`src/rtl/p65c816_pkg.sv`:
```
// p65c816_pkg: shared types and stateCtrl codes for the P65C816 microcode sequencer.
package p65c816_pkg;
    typedef enum logic [2:0] {
        INT_NONE  = 3'd0,
        INT_IRQ   = 3'd1,
        INT_NMI   = 3'd2,
        INT_ABORT = 3'd3,
        INT_RESET = 3'd4
    } seq_int_e;
    typedef enum logic [1:0] {RUN, WAIT, STOP} seq_state_e;
    localparam logic [2:0] SC_NEXT    = 3'b000;
    localparam logic [2:0] SC_END     = 3'b001;
    localparam logic [2:0] SC_SKIP_W8 = 3'b010;
    localparam logic [2:0] SC_SKIP_DL = 3'b011;
    localparam logic [2:0] SC_BRANCH  = 3'b100;
    localparam logic [2:0] SC_WAI     = 3'b101;
    localparam logic [2:0] SC_STP     = 3'b110;
    localparam logic [2:0] SC_SKIP_PG = 3'b111;
endpackage

```
`src/rtl/p65c816_int_latch.sv`:
```
// p65c816_int_latch: NMI falling-edge detector and ABORT latch with take/clear handshake.
// ABORT latch is present only when P65C816_ABORT_EN is defined.
module p65c816_int_latch (
    input  logic clk,
    input  logic rst_n,
    input  logic ce,
    input  logic nmi_n,
`ifdef P65C816_ABORT_EN
    input  logic abort_n,
    input  logic take_abort,
`endif
    input  logic take_nmi,
    output logic nmi_pend,
    output logic abort_pend
);
    logic nmi_prev;
    always_ff @(posedge clk) begin
        if (!rst_n) begin
            nmi_prev <= 1'b1;
            nmi_pend <= 1'b0;
        end else if (ce) begin
            nmi_prev <= nmi_n;
            nmi_pend <= (nmi_prev & ~nmi_n) | (nmi_pend & ~take_nmi);
        end
    end
`ifdef P65C816_ABORT_EN
    always_ff @(posedge clk) begin
        if (!rst_n) abort_pend <= 1'b0;
        else if (ce) abort_pend <= ~abort_n | (abort_pend & ~take_abort);
    end
`else
    assign abort_pend = 1'b0;
`endif
endmodule

```
`src/rtl/p65c816_mcode_seq.sv`:
```
// p65c816_mcode_seq: IR/MC microcode sequencer with interrupt injection, WAI and STP.
// Define P65C816_ABORT_EN to add the ABORT_N input and INT_ABORT entries.
module p65c816_mcode_seq
    import p65c816_pkg::*;
#(
    parameter int         MC_W   = 3,
    parameter logic [7:0] IR_INT = 8'h00
) (
    input  logic            clk,
    input  logic            rst_n,
    input  logic            ce,
    input  logic            rdy_in,
    input  logic [7:0]      d_in,
    input  logic [2:0]      state_ctrl,
    input  logic            w16,
    input  logic            dl_zero,
    input  logic            br_taken,
    input  logic            pg_cross,
    input  logic            i_flag,
    input  logic            irq_n,
    input  logic            nmi_n,
`ifdef P65C816_ABORT_EN
    input  logic            abort_n,
`endif
    output logic [7:0]      ir,
    output logic [MC_W-1:0] mc,
    output logic [2:0]      int_type,
    output logic            sync,
    output logic            last_cycle,
    output logic            rdy_out,
    output logic            stopped
);
    seq_state_e state, state_n;
    seq_int_e   int_q, int_n;
    logic [7:0]    ir_n;
    logic [MC_W:0] tgt;
    logic adv, fetch, rst_fetch, inc2, step_end, halt, take_nmi, nmi_pend, abort_pend;
`ifdef P65C816_ABORT_EN
    logic take_abort;
    assign take_abort = fetch & (int_n == INT_ABORT);
`endif

    p65c816_int_latch u_lat (
        .clk       (clk),
        .rst_n     (rst_n),
        .ce        (ce),
        .nmi_n     (nmi_n),
`ifdef P65C816_ABORT_EN
        .abort_n   (abort_n),
        .take_abort(take_abort),
`endif
        .take_nmi  (take_nmi),
        .nmi_pend  (nmi_pend),
        .abort_pend(abort_pend)
    );

    always_comb begin
        adv   = ce & rdy_in & (state == RUN);
        fetch = adv & (mc == '0);
        int_n = rst_fetch ? INT_RESET :
                abort_pend ? INT_ABORT :
                nmi_pend ? INT_NMI :
                (~irq_n & ~i_flag) ? INT_IRQ : INT_NONE;
        ir_n     = (int_n == INT_NONE) ? d_in : IR_INT;
        take_nmi = fetch & (int_n == INT_NMI);
        inc2 = (state_ctrl == SC_SKIP_W8 & ~w16) | (state_ctrl == SC_SKIP_DL & dl_zero) |
               (state_ctrl == SC_SKIP_PG & ~pg_cross);
        tgt  = {1'b0, mc} + {{(MC_W-1){1'b0}}, inc2, ~inc2};
        // a target past MC_MAX ends the instruction instead of wrapping
        step_end = (state_ctrl == SC_END) | (state_ctrl == SC_BRANCH & ~br_taken) | tgt[MC_W];
        halt     = (state_ctrl == SC_WAI) | (state_ctrl == SC_STP);
        state_n  = (adv & mc != '0 & state_ctrl == SC_WAI) ? WAIT :
                   (adv & mc != '0 & state_ctrl == SC_STP) ? STOP :
                   (ce & state == WAIT & (nmi_pend | ~irq_n | abort_pend)) ? RUN : state;
    end

    always_ff @(posedge clk) begin
        if (!rst_n) state <= RUN;
        else state <= state_n;
    end

    always_ff @(posedge clk) begin
        if (!rst_n) begin
            ir        <= IR_INT;
            mc        <= '0;
            int_q     <= INT_RESET;
            rst_fetch <= 1'b1;
        end else if (fetch) begin
            ir        <= ir_n;
            int_q     <= int_n;
            rst_fetch <= 1'b0;
            mc        <= MC_W'(1);
        end else if (adv) begin
            mc <= (halt | step_end) ? '0 : tgt[MC_W-1:0];
        end
    end

    assign int_type   = int_q;
    assign sync       = (mc == '0);
    assign last_cycle = (mc != '0) & step_end & ~halt;
    assign rdy_out    = (state != WAIT);
    assign stopped    = (state == STOP);
endmodule

```
`config.mk`:
```
export PLATFORM = sky130hd
export DESIGN_NAME = p65c816_mcode_seq
export DESIGN_NICKNAME = d
export VERILOG_FILES = /design/src/rtl/p65c816_pkg.sv /design/src/rtl/p65c816_int_latch.sv /design/src/rtl/p65c816_mcode_seq.sv
export SDC_FILE = /design/constraint.sdc
export NUM_CORES = 1
export LEC_CHECK = 0
export BUFFER_PORTS_ARGS = -buffer_cell sky130_fd_sc_hd__buf_2
export CAP_MARGIN = 0
export CORE_MARGIN = 3
export CORE_UTILIZATION = 25
export CTS_BUF_LIST = sky130_fd_sc_hd__clkbuf_16
export DETAILED_ROUTE_END_ITERATION = 6
export MAX_ROUTING_LAYER = met4
export PLACE_DENSITY = 0.59
export SLEW_MARGIN = 20
export SYNTH_ARGS = -nofsm -noshare
export SYNTH_HDL_FRONTEND = slang
export SYNTH_HIERARCHICAL = 1
export SYNTH_SLANG_ARGS = --single-unit
```
`constraint.sdc`:
```
create_clock -name clk -period 1.74 [get_ports clk]
set_input_delay 0 -clock clk [delete_from_list [all_inputs] [get_ports clk]]
set_output_delay 0 -clock clk [all_outputs]
set_load 0.03 [all_outputs]
```
# After elaboration in Yosys (flattened, before gate mapping)
# Index checks and enable logic that the tools add are counted.
[op_classes]
n_reduce_logical = 9
addsub = 1
n_eq_ne = 11
bitwise = 36
muxes = 10
[op_table]
columns = ["operator", "n"]
rows = [
  ["$and A1 B1 Y1", 18],
  ["$eq A3 B3 Y1 const B", 4],
  ["$not A1 Y1", 10],
  ["$eq A3 B2 Y1 const B", 3],
  ["$mux W8", 1],
  ["$or A1 B1 Y1", 8],
  ["$logic_not A3 Y1", 2],
  ["$mux W2", 3],
  ["$mux W3", 2],
  ["$reduce_bool A3 Y1", 2],
  ["$add A3 B2 Y4", 1],
  ["$mux W1", 4],
  ["$reduce_bool A2 Y1", 2],
  ["$reduce_or A2 Y1", 2],
  ["$eq A3 B1 Y1 const B", 1],
  ["$eq A2 B1 Y1 const B", 1],
  ["$eq A2 B2 Y1 const B", 1],
  ["$logic_not A2 Y1", 1],
  ["$ne A2 B1 Y1 const B", 1],
]
[word_totals]
elab_cells = 76
input_bits = 22
regBits = 19
output_inout_bits = 18

# Longest topological paths before layout
# Gate-level depths: netlist (run 1).
[logic_depth]
ltp_word = 11
depth_mapped = 9
mapped_depth_nobuf = 9

# Modules after synthesis
# The synthesis (run 1) kept the hierarchy.
[by_module_without_submodules]
columns = ["mod", "n_inst", "area_per_inst_um2", "cells_each", "seq_area_each_um2"]
rows = [
  ["p65c816_mcode_seq", 1, 834.6, 91, 340.3],
  ["p65c816_int_latch", 1, 87.6, 9, 40.0],
]

# Worst setup path before layout (run 1)
# No wires, ideal clock.
[synth_timing]
kind = "register to register"
from = "register mc[1]"
to = "register u_lat.nmi_pend"
arrival_time_ns = 1.687
stages_incl_launch_ff = 6
setup_slack_ns = -0.062
n_path_buf = 0
path_cell_list = "dfxtp_1 -> nor3_4 -> nand2_4 -> nor4b_1 -> nand2_1 -> a31o_1"
[synth_via]
elab_chain_cells = 6
[synth_lines]
columns = ["element", "line_no", "rtl"]
rows = [
  ["start: declaration", "p65c816_mcode_seq.sv:26", "output logic [MC_W-1:0] mc,"],
  ["start signal: assignment", "p65c816_mcode_seq.sv:94", "mc <= (halt | step_end) ? '0 : tgt[MC_W-1:0];"],
  ["$logic_not A3 Y1", "--", ""],
  ["via sync", "p65c816_mcode_seq.sv:28", "output logic sync,"],
  ["$and A1 B1 Y1", "p65c816_mcode_seq.sv:59", "fetch = adv & (mc == '0);"],
  ["$and A1 B1 Y1", "p65c816_mcode_seq.sv:65", "take_nmi = fetch & (int_n == INT_NMI);"],
  ["via take_nmi", "p65c816_mcode_seq.sv:37", "logic adv, fetch, rst_fetch, inc2, step_end, halt, take_nmi, nmi_pend, abort_pend;"],
  ["$not A1 Y1", "p65c816_int_latch.sv:23", "nmi_pend <= (nmi_prev & ~nmi_n) | (nmi_pend & ~take_nmi);"],
  ["$and A1 B1 Y1", "p65c816_int_latch.sv:23", ""],
  ["$or A1 B1 Y1", "p65c816_int_latch.sv:23", ""],
  ["end signal: assignment", "p65c816_int_latch.sv:23", ""],
  ["end: declaration", "p65c816_int_latch.sv:13", "output logic nmi_pend,"],
]
# The timed path passes the listed nets, and every way through them passes these cells.
# A chain may end at the register's enable or synchronous reset.

# Worst setup path in the final report (run 1)
[layout_timing]
from = "register mc[0]"
to = "output last_cycle"
[layout_via]
elab_chain_cells = 4
word_cells_on_any_way = 5
classes_between = "add/sub: 1; bitwise: 3; reduce/logical: 1"
[layout_lines]
columns = ["element", "line_no", "rtl"]
rows = [
  ["$add A3 B2 Y4", "p65c816_mcode_seq.sv:68", "tgt = {1'b0, mc} + {{(MC_W-1){1'b0}}, inc2, ~inc2};"],
  ["$or A1 B1 Y1", "p65c816_mcode_seq.sv:70", "step_end = (state_ctrl == SC_END) | (state_ctrl == SC_BRANCH & ~br_taken) | tgt[MC_W];"],
  ["$and A1 B1 Y1 (*) (2 in series)", "p65c816_mcode_seq.sv:100", "assign last_cycle = (mc != '0) & step_end & ~halt;"],
  ["end: declaration", "p65c816_mcode_seq.sv:29", "output logic last_cycle,"],
]
# Mark *: on every way between the ends. The rest lies on a longest branch, timed or not.

==> impl_metrics.json, run 1 <==
{
  "outcome": "finished clean",
  "muxShareOfSynthArea": 0.0109,
  "root_buffer": "clkbuf_16",
  "crit_type": "flip-flop to primary output",
  "cts.sink_count": 19,
  "yosys.area_share.simple": 0.304,
  "fin_crit_sh": 0.934,
  "switching_share": 0.246,
  "syn-cell-area_um2": 922,
  "worstSetupStartpointType": "flip-flop",
  "syn_to_final_growth_pct": 49.9,
  "worst-slew-pin-transition_ns": 0.653,
  "fin_setup_tns_ns": 0,
  "fin_hold_ws_ns": 0.0616,
  "core_area_um2": 3440,
  "wl_met2_um": 1220,
  "synth_nets": 125,
  "grt_pass1_vias": 869,
  "power_frac_seq": 0.415,
  "ys_warn_count": 6,
  "cts.clk_slew.worst_paths_ns": 0.06,
  "dieArea_um2": 4450,
  "rsz0062_at_grt": "false",
  "hold_violations": 0,
  "rows": 21,
  "clkPwrFrac": 0.429,
  "drv_cap": 0,
  "drtIter0Drc": 18,
  "slew_violations": 0,
  "cts_resized": 0,
  "fmax_mhz": 615,
  "synth_compound_area_frac": 0.199,
  "worstPathMaxFanout": 4,
  "grt_overflow": 0,
  "cts_buffers": 3,
  "vdd_drop_max_mv": 0.408,
  "min_path_type": "input port to flip-flop",
  "top_layer": "met4",
  "power.leakage_nw": 0.645,
  "die_y_um": 66.7,
  "place_congestion": 0.826,
  "fp.dieW_um": 66.7,
  "fillers": 353,
  "seq_area_frac_synth": 0.412,
  "cts_buffer_depth": 2,
  "nNetsFinal": 182,
  "setup-violations-final": 0,
  "ant_nets": 0,
  "wirelength_um": 2440,
  "cpMaxStageDelayCell": "dfxtp_1",
  "synth_fa_ha_area_frac": 0.0488,
  "avgSynthCellArea_um2": 9.22,
  "dr_wl_met3_um": 97,
  "powerDensity_nw_per_um2": 801,
  "insertion_delay_ns": 0.25,
  "layout-drive-gt1-share": 0.333,
  "htreeDepth": 1,
  "drc_errors": 0,
  "arrival_ns": 1.62,
  "hpwl_um": 1830,
  "fin_crit_ns": 1.62,
  "start_util": 0.268,
  "grt_max_degree": 12,
  "synth_cell_type_count": 34,
  "skew_ns": 0.00439,
  "grt_pass1_wl_um": 3900,
  "first_pass_iters": 4,
  "ys_ff_latch": 19,
  "cellInternalPower_mw": 0.835,
  "vias_per_cell": 4.59,
  "wl_per_cell_um": 12.1,
  "slew_headroom": 0.565,
  "synthXorXnorAreaFrac": 0,
  "vias": 927,
  "rr_worst_depth": 4,
  "boundaryPins": 40,
  "antenna_found_initial": 0,
  "combPwrFrac": 0.156,
  "end_kind": "primary output",
  "whs_path_depth": 3,
  "crit_chain": "ha_1 > a21o_1 > nand2_1 > o21ai_0 > and3_1 > buf_2",
  "tritoncts": "done",
  "synth_top_family_by_area": "simple AND/OR/NAND/NOR gates",
  "antennaDiodeCount": 0,
  "switching_power_mw": 0.272,
  "netlist_instances": 100,
  "required_ns": 1.74,
  "port_buffers": 39,
  "routedLengthMet1_um": 1050,
  "grt_usage": 0.117,
  "max_stage_delay_ns": 0.43
}
==> final timing paths <==
| kind | startpoint | slack [ns] | end |
|---|---|---|---|
| min reg2reg | int_type[1] | 0.45 | int_type[1] |
| max | mc[0] | 0.12 | last_cycle |
| max reg2reg | state[0] | 0.19 | ir[1] |
| min | state_ctrl[1] | 0.06 | state[1] |
==> worst max-delay path, delay by kind of cell, from the launching register on <==
kind	cells	cell delay (ns)
AOI/OAI and AO/OA	2	0.29
adders and majority gates	1	0.22
and+or+nand+nor	2	0.23
buffers and inverters	1	0.19
DFF	1	0.43
==> cells in the mapped netlist, drive strengths merged <==
library cell  instances  area [µm²]
dfxtp                19         380
nand2                14        60.1
a21oi                 9        45.0
a22o                  8        70.1
nor2                  7        26.3
nor2b                 4        25.0
inv                   3        11.3
nand2b                3        18.8
nand3                 3        15.0
nor3                  3        26.3
o21ai                 3        15.0
a31oi                 2        12.5
ha                    2        25.0
or3                   2        12.5
a211o                 1        8.76
a21o                  1        7.51
a221oi                1        8.76
a22oi                 1        7.51
a31o                  1        8.76
and2                  1        6.26
and3                  1        6.26
and4b                 1        10.0
and4bb                1        16.3
buf                   1        7.51
conb                  1        3.75
fa                    1        20.0
mux2i                 1        10.0
nand3b                1        7.51
nand4b                1        8.76
nand4bb               1        11.3
nor4                  1        21.3
nor4b                 1        8.76
==> routing by layer <==
layer | track usage | vias up
met5 | - | -
met2 | 0.189 | 22
met3 | 0.0371 | 8
met1 | 0.131 | 419
li1 | - | 478
met4 | 0.0533 | 0
==> flip-flops by register name (all words and copies together) (netlist names) <==
name,flops
ir,8
u_lat/nmi_prev,1
u_lat/nmi_pend,1
mc,3
state,2
rst_fetch,1
int_type,3
==> cell usage in the layout, fill, tap and decap left out, types with 2 or more instances in the layout <==
master and n:
buf_2 39, dfxtp_1 17, nand2_1 13, dlygate4sd3_1 11, a21oi_1 9, a22o_1 8
nor2_1 7, nor2b_1 4, nand2b_1 3, o21ai_0 3, inv_1 3, nand3_1 3
clkbuf_16 3, buf_4 3, nor3_1 2, a31oi_1 2, or3_1 2, ha_1 2
dfxtp_2 2
==> what timing repair did <==
| action | CTS | global route |
|---|---|---|
| setup endpoints to repair | 0 | 0 |
| hold buffers | 11 | 0 |
| endpoints found under the hold margin | 11 | 0 |
| setup buffers | 0 | 0 |
==> through the flow <==
step	setup slack, ns	utilization	cell area, µm²	instances	power [mW]
after global placement	0.0219	0.346	1190	187	0.620
after detailed placement	-0.122	0.346	1190	187	0.623
after global routing	0.00227	0.402	1380	202	1.15
after floorplan	-0.0103	-	925	100	0.560
final	0.115	0.402	1380	202	1.11
after CTS	0.106	0.402	1380	202	1.12
==> power by group through the flow <==
stage                     clock [mW]  combinational [mW]  sequential [mW]
final                          0.475               0.173            0.460
after floorplan                    0              0.0802            0.480
after global routing           0.495               0.191            0.462
after global placement             0               0.151            0.469
after CTS                      0.482               0.173            0.460
after detailed placement           0               0.154            0.469
==> cells by family (layout without fill, tap and decap cells) <==
| family | count (synthesis) | after routing |
|---|---|---|
| multiplexers | 1 | 1 |
| AO/OA/AOI/OAI | 27 | 27 |
| flip-flops | 19 | 19 |
| AND/OR/NAND/NOR | 45 | 45 |
| buffers and inverters | 4 | 60 |
| other | 1 | 1 |
| adder cells (fa/ha/maj) | 3 | 3 |
==> layout make-up <==
type,count,area (µm²),area share
inverters,3,11.3,0.00814
multi-input cells,77,523,0.378
well taps,46,57.6,0.0416
clock inverters,1,5.00,0.00362
clock buffers,3,75.1,0.0543
repair buffers,53,328,0.237
flip-flops and latches,19,383,0.277
(Power assumes the default switching activity.)
==> run 2: changes to the inputs <==
PLACE_DENSITY = unset   (was 0.59)
PLACE_DENSITY_LB_ADDON = 0.12   (was unset)
==> run 2 against run 1 <==
  * Count of clock-buffer cells in the layout unchanged
  * Final area down 0.54%
  * Core utilization shrank 0.22 points
  * First-iteration DRC count grew 33%
  * Sequential share of layout area rose by 0.15 points
  * Register-to-register slack worse by 0.04 ns
  * Worst hold slack gained 0.0035 ns
  * Critical endpoint is now mc[2]
  * Clock skew fell by 0.0034 ns
  * Global-route usage about the same
  * Non-clock buffer count down 1
==> impl_metrics.json, run 2 (synthesis gave the netlist of run 1 again) <==
{
  "wirelength_um": 2390,
  "regArea_um2": 383,
  "boundaryPins": 40,
  "worstPathMaxFanout": 5,
  "powerDensity_nw_per_um2": 803,
  "multi_input_area_um2": 523,
  "htreeDepth": 1,
  "vias": 933,
  "fmax_mhz": 627,
  "reg2reg_to": "mc[2]",
  "grt_usage": 0.117,
  "setup-violations-final": 0,
  "hold_violations": 0,
  "power.leakage_nw": 0.639,
  "final_core_util": 0.399,
  "drtIter0Drc": 24,
  "final_cell_mix": "39 x buf_2, 17 x dfxtp_1, 13 x nand2_1",
  "grt_max_degree": 12,
  "first_pass_iters": 4,
  "whs_path_depth": 3,
  "wl_per_cell_um": 11.9,
  "vdd_drop_max_mv": 0.309,
  "rows": 21,
  "top_register": "ir",
  "vias_per_cell": 4.64,
  "rr_worst_depth": 5,
  "start_util": 0.268,
  "cts.sink_count": 19,
  "ant_nets": 0,
  "crit_type": "flip-flop to flip-flop",
  "switching_power_mw": 0.270,
  "hpwl_um": 1880,
  "core_area_um2": 3440,
  "place_congestion": 0.681,
  "crit_chain": "ha_1 > a21o_1 > a221oi_1 > nand3b_1 > a31oi_1",
  "min_path_type": "input port to flip-flop",
  "rrSetupSlack_ns": 0.15,
  "grt_pass1_wl_um": 3910,
  "final_common_cell": "buf_2",
  "power_frac_seq": 0.416,
  "nNetsFinal": 181,
  "antennaDiodeCount": 0,
  "cpMaxStageDelayCell": "a221oi_1",
  "outcome": "finished clean",
  "skew_ns": 0.000990,
  "drv_cap": 0,
  "dieArea_um2": 4450,
  "slew_violations": 0,
  "root_buffer": "clkbuf_16",
  "drc_errors": 0,
  "finalNonFillerCells": 201,
  "clkPwrFrac": 0.428,
  "holdPathEnd": "state[1]",
  "fin_crit_ns": 1.59,
  "cts_buffer_depth": 2,
  "cts.clk_slew.worst_paths_ns": 0.05,
  "power_mw": 1.10,
  "grt_pass1_vias": 917,
  "cts_buffers": 3,
  "layout-drive-gt1-share": 0.329,
  "largest_register_ffs": 8,
  "worst-slew-pin-transition_ns": 0.645,
  "cts_resized": 0,
  "hold_start": "state_ctrl[1]",
  "tritoncts": "done",
  "cellInternalPower_mw": 0.834,
  "place_inst": 186,
  "rsz0062_at_grt": "false",
  "grt_overflow": 0,
  "insertion_delay_ns": 0.25,
  "required_ns": 1.91,
  "fillers": 375,
  "arrival_ns": 1.77,
  "antenna_found_initial": 0,
  "end_kind": "flip-flop",
  "port_buffers": 39,
  "syn_to_final_growth_pct": 49.1,
  "fin_crit_sh": 0.916,
  "combPwrFrac": 0.156,
  "fp.dieW_um": 66.7,
  "timing.rr.start": "mc[1]",
  "max_stage_delay_ns": 0.41,
  "die_y_um": 66.7,
  "switching_share": 0.245,
  "slew_headroom": 0.570,
  "worstSetupStartpointType": "flip-flop",
  "cts_setup_buffers": 0
}
[run 2: changes by cell type in the layout (fill, tap and decap cells not counted)]
cell	before	now
buf_4	3	2
[run 2: power by group through the flow]
stage	combinational, mW	clock (mW)	sequential [mW]
after floorplan	0.0802	0	0.480
after global placement	0.152	0	0.469
after detailed placement	0.154	0	0.469
after CTS	0.174	0.482	0.460
after global routing	0.193	0.499	0.461
final	0.172	0.473	0.460
[run 2: per-layer routing]
| layer | track usage | up-vias | share of wire | wire length (µm) |
|---|---|---|---|---|
| met5 | - | - | 0 | 0 |
| met4 | 0.0609 | 0 | 0 | 0 |
| met3 | 0.0270 | 0 | 0.048 | 115 |
| met2 | 0.202 | 16 | 0.54 | 1280 |
| met1 | 0.124 | 443 | 0.41 | 993 |
| li1 | - | 474 | - | - |
[run 2: area by class of cell]
class | count | share of cell area
Clock buffer | 3 | 0.0546
Clock inverter | 1 | 0.00364
Inverter | 3 | 0.00819
Multi-Input combinational cell | 77 | 0.380
Sequential cell | 19 | 0.278
Tap cell | 46 | 0.0419
Timing Repair Buffer | 52 | 0.233
[run 2: what timing repair did]
item                                   4_1_cts  5_1_grt
endpoints found under the hold margin       11        0
hold buffers                                11        0
setup endpoints to repair                    0        0
[run 2: worst max path at each step]
stage	end	start
5_1_grt	mc[2]	state_ctrl[2]
6_report	mc[2]	mc[1]
3_3_place_gp	mc[2]	state_ctrl[2]
3_5_place_dp	mc[1]	state_ctrl[2]
4_1_cts	last_cycle	mc[0]
2_1_floorplan	u_lat/nmi_pend	mc[0]
[run 2: critical path, delay by kind of cell, from the launching register on]
family          cells  cell delay, ns
compound gates      3            0.73
flops               1            0.36
simple gates        1            0.13
fa+ha+maj           1            0.31
[run 2: per-stage QoR]
step / hold slack, ns / TNS [ns] / setup WS, ns / cell area, µm²
final: 0.0651 / 0 / 0.146 / 1380
after floorplan: 0.0619 / -0.0103 / -0.0103 / 925
after global routing: 0.116 / 0 / 0.00152 / 1380
after detailed placement: 0.213 / -0.176 / -0.0674 / 1180
after CTS: 0.0705 / 0 / 0.139 / 1380
after global placement: 0.210 / -0.00740 / -0.00516 / 1180
==> run 3: changes to the inputs <==
BUFFER_PORTS_ARGS = unset   (was -buffer_cell sky130_fd_sc_hd__buf_2)
DONT_BUFFER_PORTS = 1   (was unset)
==> run 3 against run 2 <==
  * Global-route usage down 1.1 points
  * Maximum frequency shrank 0.92%
  * Final area fell by 11%
  * Wire length decreased by 5.3%
  * Core utilization down 4.4 points
  * Critical path type is now flip-flop to primary output
  * Largest cell class unchanged
==> impl_metrics.json, run 3 (synthesis gave the netlist of run 1 again) <==
{
  "wl_per_cell_um": 13.6,
  "nNetsFinal": 147,
  "drtIter0Drc": 41,
  "root_buffer": "clkbuf_16",
  "hold_start": "rst_n",
  "skew_ns": 0.00279,
  "ant_nets": 0,
  "syn_to_final_growth_pct": 32.6,
  "insertion_delay_ns": 0.25,
  "wirelength_um": 2270,
  "rsz0062_at_grt": "false",
  "reg2reg_to": "mc[2]",
  "start_util": 0.268,
  "core_area_um2": 3440,
  "rr_worst_depth": 5,
  "required_ns": 1.74,
  "antennaDiodeCount": 0,
  "holdPathEnd": "state[1]",
  "grt_overflow": 0,
  "arrival_ns": 1.61,
  "vdd_drop_max_mv": 0.304,
  "hpwl_um": 1740,
  "slew_headroom": 0.563,
  "timing.rr.start": "mc[1]",
  "min_path_type": "input port to flip-flop",
  "final_cell_mix": "17 x dfxtp_1, 13 x nand2_1, 13 x dlygate4sd3_1",
  "layout-drive-gt1-share": 0.124,
  "htreeDepth": 1,
  "first_pass_iters": 4,
  "powerDensity_nw_per_um2": 877,
  "largest_register_ffs": 8,
  "cts_buffer_depth": 2,
  "outcome": "finished clean",
  "setup-violations-final": 0,
  "drc_errors": 0,
  "fp.dieW_um": 66.7,
  "antenna_found_initial": 0,
  "grt_usage": 0.106,
  "grt_max_degree": 12,
  "fillers": 359,
  "finalNonFillerCells": 167,
  "drv_cap": 0,
  "worst-slew-pin-transition_ns": 0.656,
  "dieArea_um2": 4450,
  "fin_crit_sh": 0.925,
  "end_kind": "primary output",
  "fin_hold_ws_ns": 0.00568,
  "boundaryPins": 40,
  "cts_setup_buffers": 0,
  "vias": 809,
  "vias_per_cell": 4.84,
  "place_congestion": 0.705,
  "slew_violations": 0,
  "top_register": "ir",
  "grt_pass1_wl_um": 3590,
  "place_inst": 150,
  "whs_path_depth": 2,
  "hold_violations": 0,
  "port_buffers": 0,
  "cts_buffers": 3,
  "tritoncts": "done",
  "die_y_um": 66.7,
  "worstPathMaxFanout": 4,
  "cts.sink_count": 19,
  "worstSetupStartpointType": "flip-flop",
  "cts_resized": 0,
  "grt_pass1_vias": 789,
  "rrSetupSlack_ns": 0.16,
  "final_common_cell": "dfxtp_1",
  "cts_hold_buf": 13,
  "fmax_mhz": 622,
  "cts.clk_slew.worst_paths_ns": 0.06,
  "crit_type": "flip-flop to primary output",
  "rows": 21,
  "power.leakage_nw": 0.494,
  "fin_crit_ns": 1.61
}
-- run 3: changes by cell type in the layout (fill, tap and decap cells not counted), sizes merged --
cell	change
buf	-36
dlygate4sd3	+2
-- run 3: power by group --
| part | total [mW] | switching, mW | internal (mW) |
|---|---|---|---|
| combinational | 0.132 | 0.0700 | 0.0623 |
| clock | 0.472 | 0.164 | 0.308 |
| sequential | 0.468 | 0.0207 | 0.447 |
| total | 1.07 | 0.254 | 0.818 |
-- run 3: per-stage QoR --
stage	setup WS [ns]	power, mW	cell area [µm²]	TNS [ns]	util
finish	0.131	1.07	1220	0	0.355
global route	0.00601	1.11	1220	0	0.355
CTS	0.104	1.08	1220	0	0.355
detailed placement	0.0788	0.585	1010	0	0.294
global placement	0.128	0.585	1010	0	0.294
floorplan	-0.0103	0.560	925	-0.0103	-
-- run 3: routing by layer --
layer	GRT usage	up-vias	wire, µm	share of wire
li1	-	402	-	-
met1	0.138	385	1070	0.47
met2	0.165	18	1070	0.47
met3	0.0169	4	96	0.042
met4	0.0381	0	29	0.013
met5	-	-	0	0
-- run 3: worst max path at each step --
stage | start | endpoint | cells after the start
4_1_cts | mc[0] | last_cycle | 5
6_report | mc[0] | last_cycle | 5
2_1_floorplan | mc[0] | u_lat/nmi_pend | 5
3_5_place_dp | state_ctrl[0] | mc[2] | 8
5_1_grt | mc[1] | mc[2] | 5
3_3_place_gp | state_ctrl[0] | mc[1] | 8
-- run 3: worst max-delay path: stages (launching register included) --
cell and delay (ns):
dfxtp_1 0.44, ha_1 0.22, a21o_1 0.14, nand2_1 0.07
o21ai_0 0.14, and3_1 0.35
-- run 3: layout make-up --
cell class              instances  area (µm²)  share of cell area
clock inverters                 1        5.00             0.00409
inverters                       3        11.3             0.00921
clock buffers                   3        75.1              0.0614
multi-input cells              77         523               0.428
well taps                      46        57.6              0.0471
repair buffers                 18         168               0.137
flip-flops and latches         19         383               0.313
